==> config.mk <==
export PLATFORM = sky130hd
export DESIGN_NAME = cond_unit
export DESIGN_NICKNAME = d
export VERILOG_FILES = /design/src/rtl/cond_pkg.sv /design/src/rtl/cond_check.sv /design/src/rtl/cond_unit.sv
export SDC_FILE = /design/constraint.sdc
export NUM_CORES = 1
export LEC_CHECK = 0
export BUFFER_PORTS_ARGS = -buffer_cell sky130_fd_sc_hd__buf_2
export CORE_MARGIN = 4
export CORE_UTILIZATION = 34
export CTS_BUF_LIST = sky130_fd_sc_hd__clkbuf_4
export DETAILED_ROUTE_END_ITERATION = 10
export GPL_TIMING_DRIVEN = 0
export HOLD_SLACK_MARGIN = 0.1
export PLACE_DENSITY = 0.81
export REMOVE_ABC_BUFFERS = 1
export SETUP_SLACK_MARGIN = 0.15
export SYNTH_ARGS = -nofsm -noshare
export SYNTH_HDL_FRONTEND = slang
export SYNTH_SLANG_ARGS = --single-unit
==> constraint.sdc <==
create_clock -name clk -period 1.8 [get_ports clk]
set_clock_uncertainty 0.1 [all_clocks]
set_input_delay 0.09 -clock clk [delete_from_list [all_inputs] [get_ports clk]]
set_output_delay 0.09 -clock clk [all_outputs]
set_load 0.005 [all_outputs]
==> src/rtl/cond_pkg.sv <==
// Shared definitions for the conditional-execution unit: condition codes,
// flag bit positions and the flag-write request encoding.
package cond_pkg;

    typedef enum logic [3:0] {
        COND_EQ = 4'b0000,
        COND_NE = 4'b0001,
        COND_CS = 4'b0010,
        COND_CC = 4'b0011,
        COND_MI = 4'b0100,
        COND_PL = 4'b0101,
        COND_VS = 4'b0110,
        COND_VC = 4'b0111,
        COND_HI = 4'b1000,
        COND_LS = 4'b1001,
        COND_GE = 4'b1010,
        COND_LT = 4'b1011,
        COND_GT = 4'b1100,
        COND_LE = 4'b1101,
        COND_AL = 4'b1110,
        COND_NV = 4'b1111
    } cond_e;

    localparam int FLAG_N = 3;
    localparam int FLAG_Z = 2;
    localparam int FLAG_C = 1;
    localparam int FLAG_V = 0;

    // Bit positions inside flag_w_i: upper bit requests N,Z, lower bit C,V.
    localparam int FW_NZ = 1;
    localparam int FW_CV = 0;

endpackage

==> src/rtl/cond_check.sv <==
// Purely combinational decoder: does the 4-bit condition pass against
// the given {N,Z,C,V} flags.
module cond_check
    import cond_pkg::*;
(
    input  logic [3:0] cond_i,
    input  logic [3:0] flags_i,
    output logic       pass_o
);

    logic n, z, c, v;

    assign n = flags_i[FLAG_N];
    assign z = flags_i[FLAG_Z];
    assign c = flags_i[FLAG_C];
    assign v = flags_i[FLAG_V];

    always_comb begin
        pass_o = 1'b0;
        case (cond_e'(cond_i))
            COND_EQ: pass_o = z;
            COND_NE: pass_o = !z;
            COND_CS: pass_o = c;
            COND_CC: pass_o = !c;
            COND_MI: pass_o = n;
            COND_PL: pass_o = !n;
            COND_VS: pass_o = v;
            COND_VC: pass_o = !v;
            COND_HI: pass_o = c && !z;
            COND_LS: pass_o = !c || z;
            COND_GE: pass_o = (n == v);
            COND_LT: pass_o = (n != v);
            COND_GT: pass_o = !z && (n == v);
            COND_LE: pass_o = z || (n != v);
            COND_AL: pass_o = 1'b1;
            COND_NV: pass_o = 1'b0;
            default: pass_o = 1'b0;
        endcase
    end

endmodule

==> src/rtl/cond_unit.sv <==
// Condition-qualified control gating with a registered flag file.
// Performance counters are built only when COND_PERF_CNT_EN is defined.
module cond_unit
    import cond_pkg::*;
#(
    parameter int CNT_W = 32
) (
    input  logic             clk,
    input  logic             rst,
    input  logic             valid_i,
    input  logic [3:0]       cond_i,
    input  logic [1:0]       flag_w_i,
    input  logic [3:0]       alu_flags_i,
    input  logic             pcs_i,
    input  logic             reg_w_i,
    input  logic             mem_w_i,
    output logic             pcsrc_o,
    output logic             regwrite_o,
    output logic             memwrite_o,
    output logic             cond_ex_o,
    output logic [3:0]       flags_o,
    output logic [CNT_W-1:0] exec_cnt_o,
    output logic [CNT_W-1:0] squash_cnt_o
);

    logic [3:0] flags_q, flags_d;
    logic       cond_pass;

    // Condition is judged against the registered flags, so an instruction
    // never sees flags produced by its own ALU result.
    cond_check u_cond_check (
        .cond_i  (cond_i),
        .flags_i (flags_q),
        .pass_o  (cond_pass)
    );

    assign cond_ex_o  = valid_i & cond_pass;
    assign pcsrc_o    = pcs_i & cond_ex_o;
    assign regwrite_o = reg_w_i & cond_ex_o;
    assign memwrite_o = mem_w_i & cond_ex_o;
    assign flags_o    = flags_q;

    always_comb begin
        flags_d = flags_q;
        if (cond_ex_o && flag_w_i[FW_NZ]) begin
            flags_d[FLAG_N] = alu_flags_i[FLAG_N];
            flags_d[FLAG_Z] = alu_flags_i[FLAG_Z];
        end
        if (cond_ex_o && flag_w_i[FW_CV]) begin
            flags_d[FLAG_C] = alu_flags_i[FLAG_C];
            flags_d[FLAG_V] = alu_flags_i[FLAG_V];
        end
    end

    always_ff @(posedge clk) begin
        if (rst) begin
            flags_q <= 4'b0000;
        end else begin
            flags_q <= flags_d;
        end
    end

`ifdef COND_PERF_CNT_EN
    logic [CNT_W-1:0] exec_cnt_q, exec_cnt_d;
    logic [CNT_W-1:0] squash_cnt_q, squash_cnt_d;

    // Both counters stick at all-ones rather than wrapping.
    always_comb begin
        exec_cnt_d   = exec_cnt_q;
        squash_cnt_d = squash_cnt_q;
        if (cond_ex_o && (exec_cnt_q != '1)) begin
            exec_cnt_d = exec_cnt_q + CNT_W'(1);
        end
        if (valid_i && !cond_ex_o && (squash_cnt_q != '1)) begin
            squash_cnt_d = squash_cnt_q + CNT_W'(1);
        end
    end

    always_ff @(posedge clk) begin
        if (rst) begin
            exec_cnt_q   <= '0;
            squash_cnt_q <= '0;
        end else begin
            exec_cnt_q   <= exec_cnt_d;
            squash_cnt_q <= squash_cnt_d;
        end
    end

    assign exec_cnt_o   = exec_cnt_q;
    assign squash_cnt_o = squash_cnt_q;
`else
    assign exec_cnt_o   = '0;
    assign squash_cnt_o = '0;
`endif

endmodule

Word-level counts from Yosys, hierarchy flattened --
Index checks and enable logic that the tools add are counted. Widths: inputs -> output; s select.
Storage, ports and cells: register bits after elaboration 4, output and inout port bits 72, bits of input ports 16
Cells by class: reduce and logical (&&, ||, !) cells 11, equal/unequal tests 17, bitwise logic cells 4, multiplexer cells 1
Operator list (count):
- $eq 4x4->1 const B | 8
- $eq 4x3->1 const B | 4
- $pmux 1 s16 | 1
- $eq 4x2->1 const B | 2
- $and 1x1->1 | 4
- $eq 4x1->1 const B | 1
- $logic_and 1x1->1 | 4
- $logic_not 1->1 | 4
- $logic_not 4->1 | 1
- $logic_or 1x1->1 | 2
- $eq 1x1->1 | 1
- $ne 1x1->1 | 1

Depth between registers and ports, before layout --
Gate-level depths: netlist of the first run.
word-level depth 5, mapped depth 6, mapped depth without buffers 5

Modules after synthesis --
A second synthesis of the first run with hierarchy kept.
Second synthesis, totals: cell total of the unflattened synthesis 110, area, all modules 862.1 um2
By module, submodules not included:
- cond_unit | area each 706.9 um2, times used 1, seq. area each 80.1 um2, cells each 87
- cond_check | area each 155.1 um2, times used 1, seq. area each 0.0 um2, cells each 23

Least setup slack after synthesis of the first run --
OpenSTA, ideal clock, no wires.
path type reg-to-output, start reg flags_q[3], in the netlist flags_o[3], end out memwrite_o, cell stages (with the launch flop) 6, arrival 1.590 ns, data required time 1.610 ns, slack 0.020 ns, cell sequence dfxtp_1 xor2_1 mux2_2 a221oi_2 a21boi_2 and2_1
Between the ends: longest elaborated chain between the ends 5, elaborated cells between the ends (all ways) 8
RTL lines:
- from (decl) | line cond_unit.sv:26 | logic [3:0] flags_q, flags_d;
- from (signal assigned) | line cond_unit.sv:59 | flags_q <= flags_d;
- $ne 1x1->1 or $eq 1x1->1 (tied branches)
- $logic_or 1x1->1 or $logic_and 1x1->1 (tied branches) | line cond_check.sv:34, cond_check.sv:33
- $pmux 1 s16 (*) | line cond_check.sv:20 | case (cond_e'(cond_i))
- $and 1x1->1 (*) | line cond_unit.sv:37 | assign cond_ex_o = valid_i & cond_pass;
- via cond_ex_o | line cond_unit.sv:20 | output logic cond_ex_o,
- $and 1x1->1 (*) | line cond_unit.sv:40 | assign memwrite_o = mem_w_i & cond_ex_o;
- to (decl) | line cond_unit.sv:19 | output logic memwrite_o,
Mark *: on every way through the listed nets, which the timed path passes. The rest lies on a longest branch.

Worst setup path after layout of the first run --
start reg flags_q[3], in the netlist flags_o[3], end out regwrite_o
Between the ends: longest elaborated chain between the ends 5, elaborated cells between the ends (all ways) 8
RTL lines:
- $ne 1x1->1 or $eq 1x1->1 (tied branches)
- $logic_or 1x1->1 or $logic_and 1x1->1 (tied branches) | line cond_check.sv:34, cond_check.sv:33
- $pmux 1 s16 (*) | line cond_check.sv:20
- $and 1x1->1 (*) | line cond_unit.sv:37
- $and 1x1->1 (*) | line cond_unit.sv:39 | assign regwrite_o = reg_w_i & cond_ex_o;
- to (decl) | line cond_unit.sv:18 | output logic regwrite_o,
Mark *: on every way between the ends. The rest lies on a longest branch, timed or not.

==> impl_metrics.yaml, run 1 <==
status:
  status: "finished, violations left"
  violations: "negative setup slack"
clock_network:
  clkLatencyLatePin_ns: 0.23
  clock_path_buffers: 2
  clk_pin_slew_ns: 0.04
  cts_sinks: 4
  cts_max_level: 1
  cts-root-buf: "clkbuf_4"
  cts_buffers: 3
  cts_tree: "done"
synthesis:
  ys_types: 27
  syn_avg_cell_area_sq_um: 8.07
  synth_seq_cells: 4
  ys_seq_area_share_pct: 8.71
  synth_top_area_cell: "buf_4"
  synthCells: 114
  ys_warn_count: 0
  syn_area_sq_um: 920
  synthTopCellsByArea: "buf_4 (52%), dfxtp_1 (8.7%), mux2i_1 (5.4%)"
  synth_top_area_share_pct: 52.2
setup_path:
  crit_fanout: 4
  cp_num_buf_inv: 1
  path_class: "register to primary output"
  worst-r2r-cell-count: 6
  cp.depth: 6
  critical_path_required_ns: 1.61
  end_kind: "primary output"
  r2r-end: "flags_o[3]"
  reg2reg_slack_ns: 0.08
  worst_path_dominant_cell_family: "flip-flops"
  crit_path_top_delay_cell: "dfxtp_4"
  critical_path.reg2reg.startpoint: "flags_o[2]"
  path_cells: "xor2_4, mux2_4, a221oi_4, a21boi_2, and2_1, buf_2"
  cpPeakStageDelay_ns: 0.37
  arrival_ns: 1.71
  startpoint: "flags_o[3]"
  critPathLaunchType: "register"
  crit_end: "regwrite_o"
finish:
  drive_gt1_share_pct: 30.6
  num_antenna_cells: 0
  final_cell_mix: "conb_1 (64), buf_2 (23), dlygate4sd3_1 (7), nand2b_1 (6), mux2i_1 (5)"
  layout_commonest_cell: "conb_1"
  final_area_sq_um: 995
  largest_reg_flops: 4
  nets: 165
  syn2layout_area_growth_pct: 8.16
global_route:
  overflow: 0
  grt_max_degree: 12
  grt_use_total_pct: 8.51
  antenna_found_initial: 0
  grt_pass1_vias: 539
  grt_pass1_wl_um: 2310
routing:
  drcViolationCount: 0
  num_vias: 647
  viasPerCell: 3.66
  drtAntennaViolNets: 0
  wl_um: 1630
  drtPass1Iterations: 4
  avgRoutedWirePerCell_um: 9.21
  dr.first_iter.drc_count: 7
timing:
  drv_slew: 0
  setup_viol: 3
  fin_crit_sh_pct: 105
  max_freq_mhz: 527
  rsz0062_at_grt: "true"
  period_needed_ns: 1.90
  setup_tns_ns: -0.289
  hold_violations: 0
  setup_ws_ns: -0.0982
pwr:
  p_comb_share_pct: 43.9
  intPower_w: 0.000241
  power_density_nw_per_um2: 374
  netSwitchingPower_w: 0.000131
  power.share.switching_pct: 35.3
  clkPwrFrac_pct: 29.3
  vdd_drop_max_mv: 0.291
  cellLeakagePower_nw: 0.537
  power_frac_seq_pct: 26.8
place:
  gp_congestion: 0.756
  portBuffers: 23
  hpwl_um: 1360
  placed_cell_area_sq_um: 806
die:
  dieArea_sq_um: 3600
  rows: 18
  fp.dieW_um: 60.0
  start_util_pct: 36.5
  die_h_um: 60.0
  design.core.area_sq_um: 2520
  io_pins: 88
flow_run:
  cap_viol_max_count: 0
worst_hold_path:
  worstHoldPathType: "input port to register"
  hold_start: "flag_w_i[0]"
[synthesized netlist by cell type]
library cell,n
nor4_1,1
xnor2_1,1
dfxtp_1,4
a21boi_2,1
xor2_1,1
o311a_1,1
o41a_2,1
inv_1,1
o31ai_2,1
and3_1,1
buf_4,64
a21oi_2,2
conb_1,1
or2b_1,3
nor2_1,2
mux2i_1,5
nand2b_1,6
or2_2,1
nor2b_1,3
buf_6,2
nand2_1,3
and2_1,3
mux2_2,2
a22o_1,1
nor3b_1,1
a221oi_2,1
a221oi_1,1
[layout make-up]
| cell class | instances | area [sq um] |
|---|---|---|
| clock buffer | 3 | 22.5 |
| fill | 267 | 1530 |
| inverter | 1 | 3.75 |
| multi-input combinational | 106 | 633 |
| sequential | 4 | 90.1 |
| tap | 30 | 37.5 |
| timing repair buffer | 33 | 208 |
[kinds of logic (layout without fill, tap and decap cells)]
kind of cell    count (synthesis)  count (layout)  synth area share, %
compound gates                  9               9                 10.5
xor+xnor                        2               2                 1.91
buf+inv                        67              37                 55.1
flops                           4               4                 8.71
mux                             7               7                 7.89
other cells                     1              64                0.408
simple gates                   24              24                 15.5
[worst register-to-register path, cell delays in order (launching register included)]
cell and delay [ns]:
dfxtp_2 0.36, mux2_2 0.28, a221oi_2 0.31, a221oi_4 0.06, buf_4 0.16, a21oi_2 0.17
mux2i_1 0.20
[metal layers]
layer | part of all wire (%) | global-route usage (%) | wire length, um
met3 | 15 | 2.16 | 244
met5 | 0 | 0 | 0
met4 | 1.2 | 3.80 | 20
met2 | 51 | 13.9 | 826
met1 | 33 | 10.4 | 538
[power by group through the flow]
stage                     registers [W]  clock network [W]   logic, W
final                         0.0000998           0.000109   0.000163
after global routing           0.000101           0.000122   0.000186
after CTS                     0.0000998           0.000114   0.000160
after detailed placement       0.000100                  0   0.000123
after global placement        0.0000998                  0   0.000120
after floorplan               0.0000990                  0  0.0000822
[timing repair]
item | in CTS | in global routing
gates resized for setup | 14 | 0
hold endpoints to repair | 4 | 0
hold buffers | 7 | 0
pin swaps | 7 | 2
setup endpoints to repair | 8 | 8
buffers inserted | 3 | 0
[stage by stage]
stage | hold slack, ns | instances | setup slack (ns) | util, % | total power [W]
after floorplan | 0.145 | 111 | 0.0197 | - | 0.000181
after global placement | 0.256 | 164 | -0.157 | 31.9 | 0.000220
after detailed placement | 0.259 | 164 | -0.228 | 31.9 | 0.000223
after CTS | 0.104 | 177 | -0.133 | 39.4 | 0.000374
after global routing | 0.151 | 177 | -0.210 | 39.4 | 0.000408
final | 0.110 | 177 | -0.0982 | 39.4 | 0.000372
[worst min-delay path by stage]
stage | to | slack (ns) | cells after the start
after floorplan | flags_o[0] | 0.14 | 2
after global placement | flags_o[3] | 0.26 | 3
after detailed placement | flags_o[1] | 0.26 | 3
after CTS | flags_o[1] | 0.10 | 4
after global routing | flags_o[0] | 0.15 | 4
final | flags_o[1] | 0.11 | 4
Note: power is estimated with default switching activity, not from simulation.
==> run 2: changes to the inputs <==
Settings changed: CORE_UTILIZATION 34 to 33, CTS_BUF_LIST sky130_fd_sc_hd__clkbuf_4 to unset, PLACE_DENSITY 0.81 to unset, PLACE_DENSITY_LB_ADDON set to 0.2.
==> impl_metrics.yaml, run 2 (synthesis results as in run 1) <==
setup_path:
  worst-r2r-cell-count: 7
  crit_fanout: 4
  end_kind: "primary output"
  path_class: "register to primary output"
  critical_path.reg2reg.startpoint: "flags_o[3]"
  critical_path_required_ns: 1.61
  crit_end: "memwrite_o"
  r2r-end: "flags_o[1]"
  arrival_ns: 1.74
  reg2reg_slack_ns: 0.02
  critPathLaunchType: "register"
  startpoint: "flags_o[3]"
timing:
  drv_slew: 0
  fin_crit_sh_pct: 107
  max_freq_mhz: 519
  period_needed_ns: 1.93
  setup_ws_ns: -0.128
  hold_violations: 0
  rsz0062_at_grt: "true"
  setup_tns_ns: -0.378
  setup_viol: 4
pwr:
  netSwitchingPower_w: 0.000146
  clkPwrFrac_pct: 28.6
  power_density_nw_per_um2: 375
  intPower_w: 0.000253
  p_comb_share_pct: 46.7
  vdd_drop_max_mv: 0.330
  power_frac_seq_pct: 24.7
  power.share.switching_pct: 36.6
  cellLeakagePower_nw: 0.558
finish:
  nets: 169
  num_antenna_cells: 0
  largest_reg_flops: 4
  final_area_sq_um: 1060
  drive_gt1_share_pct: 31.8
  final_core_util_pct: 41.4
  final_cell_mix: "conb_1 (64), buf_2 (23), dlygate4sd3_1 (8), nand2b_1 (6)"
  layout_commonest_cell: "conb_1"
  syn2layout_area_growth_pct: 15.6
clock_network:
  cts_max_level: 1
  clock_path_buffers: 2
  clkLatencyLatePin_ns: 0.24
  clk_pin_slew_ns: 0.04
  cts-root-buf: "clkbuf_4"
  cts_sinks: 4
  cts_tree: "done"
  cts_buffers: 3
die:
  die_h_um: 60.8
  design.core.area_sq_um: 2570
  fp.dieW_um: 60.8
  dieArea_sq_um: 3700
  start_util_pct: 35.8
  rows: 18
  io_pins: 88
place:
  portBuffers: 23
  placed_cell_area_sq_um: 806
  gp_congestion: 0.621
  hpwl_um: 1370
routing:
  viasPerCell: 3.75
  avgRoutedWirePerCell_um: 9.60
  drtAntennaViolNets: 0
  num_vias: 678
  wl_um: 1740
  dr.first_iter.drc_count: 7
  drcViolationCount: 0
  drtPass1Iterations: 3
global_route:
  antenna_found_initial: 0
  grt_use_total_pct: 8.96
  grt_pass1_wl_um: 2460
  grt_max_degree: 12
  overflow: 0
  grt_pass1_vias: 590
flow_run:
  cap_viol_max_count: 0
status:
  status: "finished, violations left"
  violations: "negative setup slack"
worst_hold_path:
  worstHoldPathType: "input port to register"
-- run 2: cell types whose count changed in the layout (fill, tap and decap cells not counted) --
cell           before  now
a21oi_2             2    0
a21oi_4             0    2
a221oi_2            1    0
a221oi_4            1    2
buf_4               3    5
buf_6               0    1
dfxtp_2             2    1
dfxtp_4             2    3
dlygate4sd3_1       7    8
mux2_2              1    0
mux2_4              1    2
-- run 2: power groups by stage --
stage               registers (W)   logic, W  clock network [W]
floorplan               0.0000990  0.0000822                  0
global placement         0.000100   0.000121                  0
detailed placement       0.000100   0.000122                  0
CTS                     0.0000976   0.000161           0.000117
global route            0.0000999   0.000210           0.000126
finish                  0.0000985   0.000186           0.000114
-- run 2: repair_timing --
| action | in CTS | in global routing |
|---|---|---|
| resized for setup | 11 | 9 |
| hold endpoints to repair | 4 | 0 |
| hold buffers | 8 | 0 |
| pin swaps | 8 | 4 |
| endpoints found under the setup margin | 8 | 8 |
| buffers inserted | 5 | 1 |
-- run 2: critical path: stages (launching register included) --
cell	delay [ns]
dfxtp_4	0.36
xor2_4	0.16
mux2_4	0.33
a221oi_4	0.26
a21boi_2	0.10
and2_1	0.14
buf_2	0.12
-- run 2: how the worst min path moves through the flow --
stage | from | end | slack [ns] | cells past startpoint
floorplan | alu_flags_i[0] | flags_o[0] | 0.14 | 2
global placement | alu_flags_i[2] | flags_o[2] | 0.25 | 3
global route | flag_w_i[1] | flags_o[2] | 0.16 | 4
finish | flag_w_i[1] | flags_o[2] | 0.14 | 4
CTS | flag_w_i[0] | flags_o[0] | 0.10 | 4
detailed placement | alu_flags_i[2] | flags_o[2] | 0.26 | 3
-- run 2: layout make-up --
class	count	area (sq um)
fill	268	1500
multi-input combinational	106	663
timing repair buffer	37	244
sequential	4	92.6
tap	30	37.5
clock buffer	3	22.5
inverter	1	3.75
-- run 2: layer usage --
metal	global-route usage, %	vias up	share of wire (%)
li1	-	318	-
met1	8.84	297	30
met2	15.3	58	53
met3	3.19	5	15
met4	6.81	0	2.7
met5	0	-	0
-- run 2: stage by stage --
stage | setup slack (ns) | hold WS [ns] | power, W | cells
2_1_floorplan | 0.0197 | 0.145 | 0.000181 | 111
3_3_place_gp | -0.250 | 0.254 | 0.000221 | 164
3_5_place_dp | -0.278 | 0.256 | 0.000223 | 164
4_1_cts | -0.144 | 0.105 | 0.000376 | 180
5_1_grt | -0.219 | 0.161 | 0.000436 | 181
6_report | -0.128 | 0.139 | 0.000399 | 181
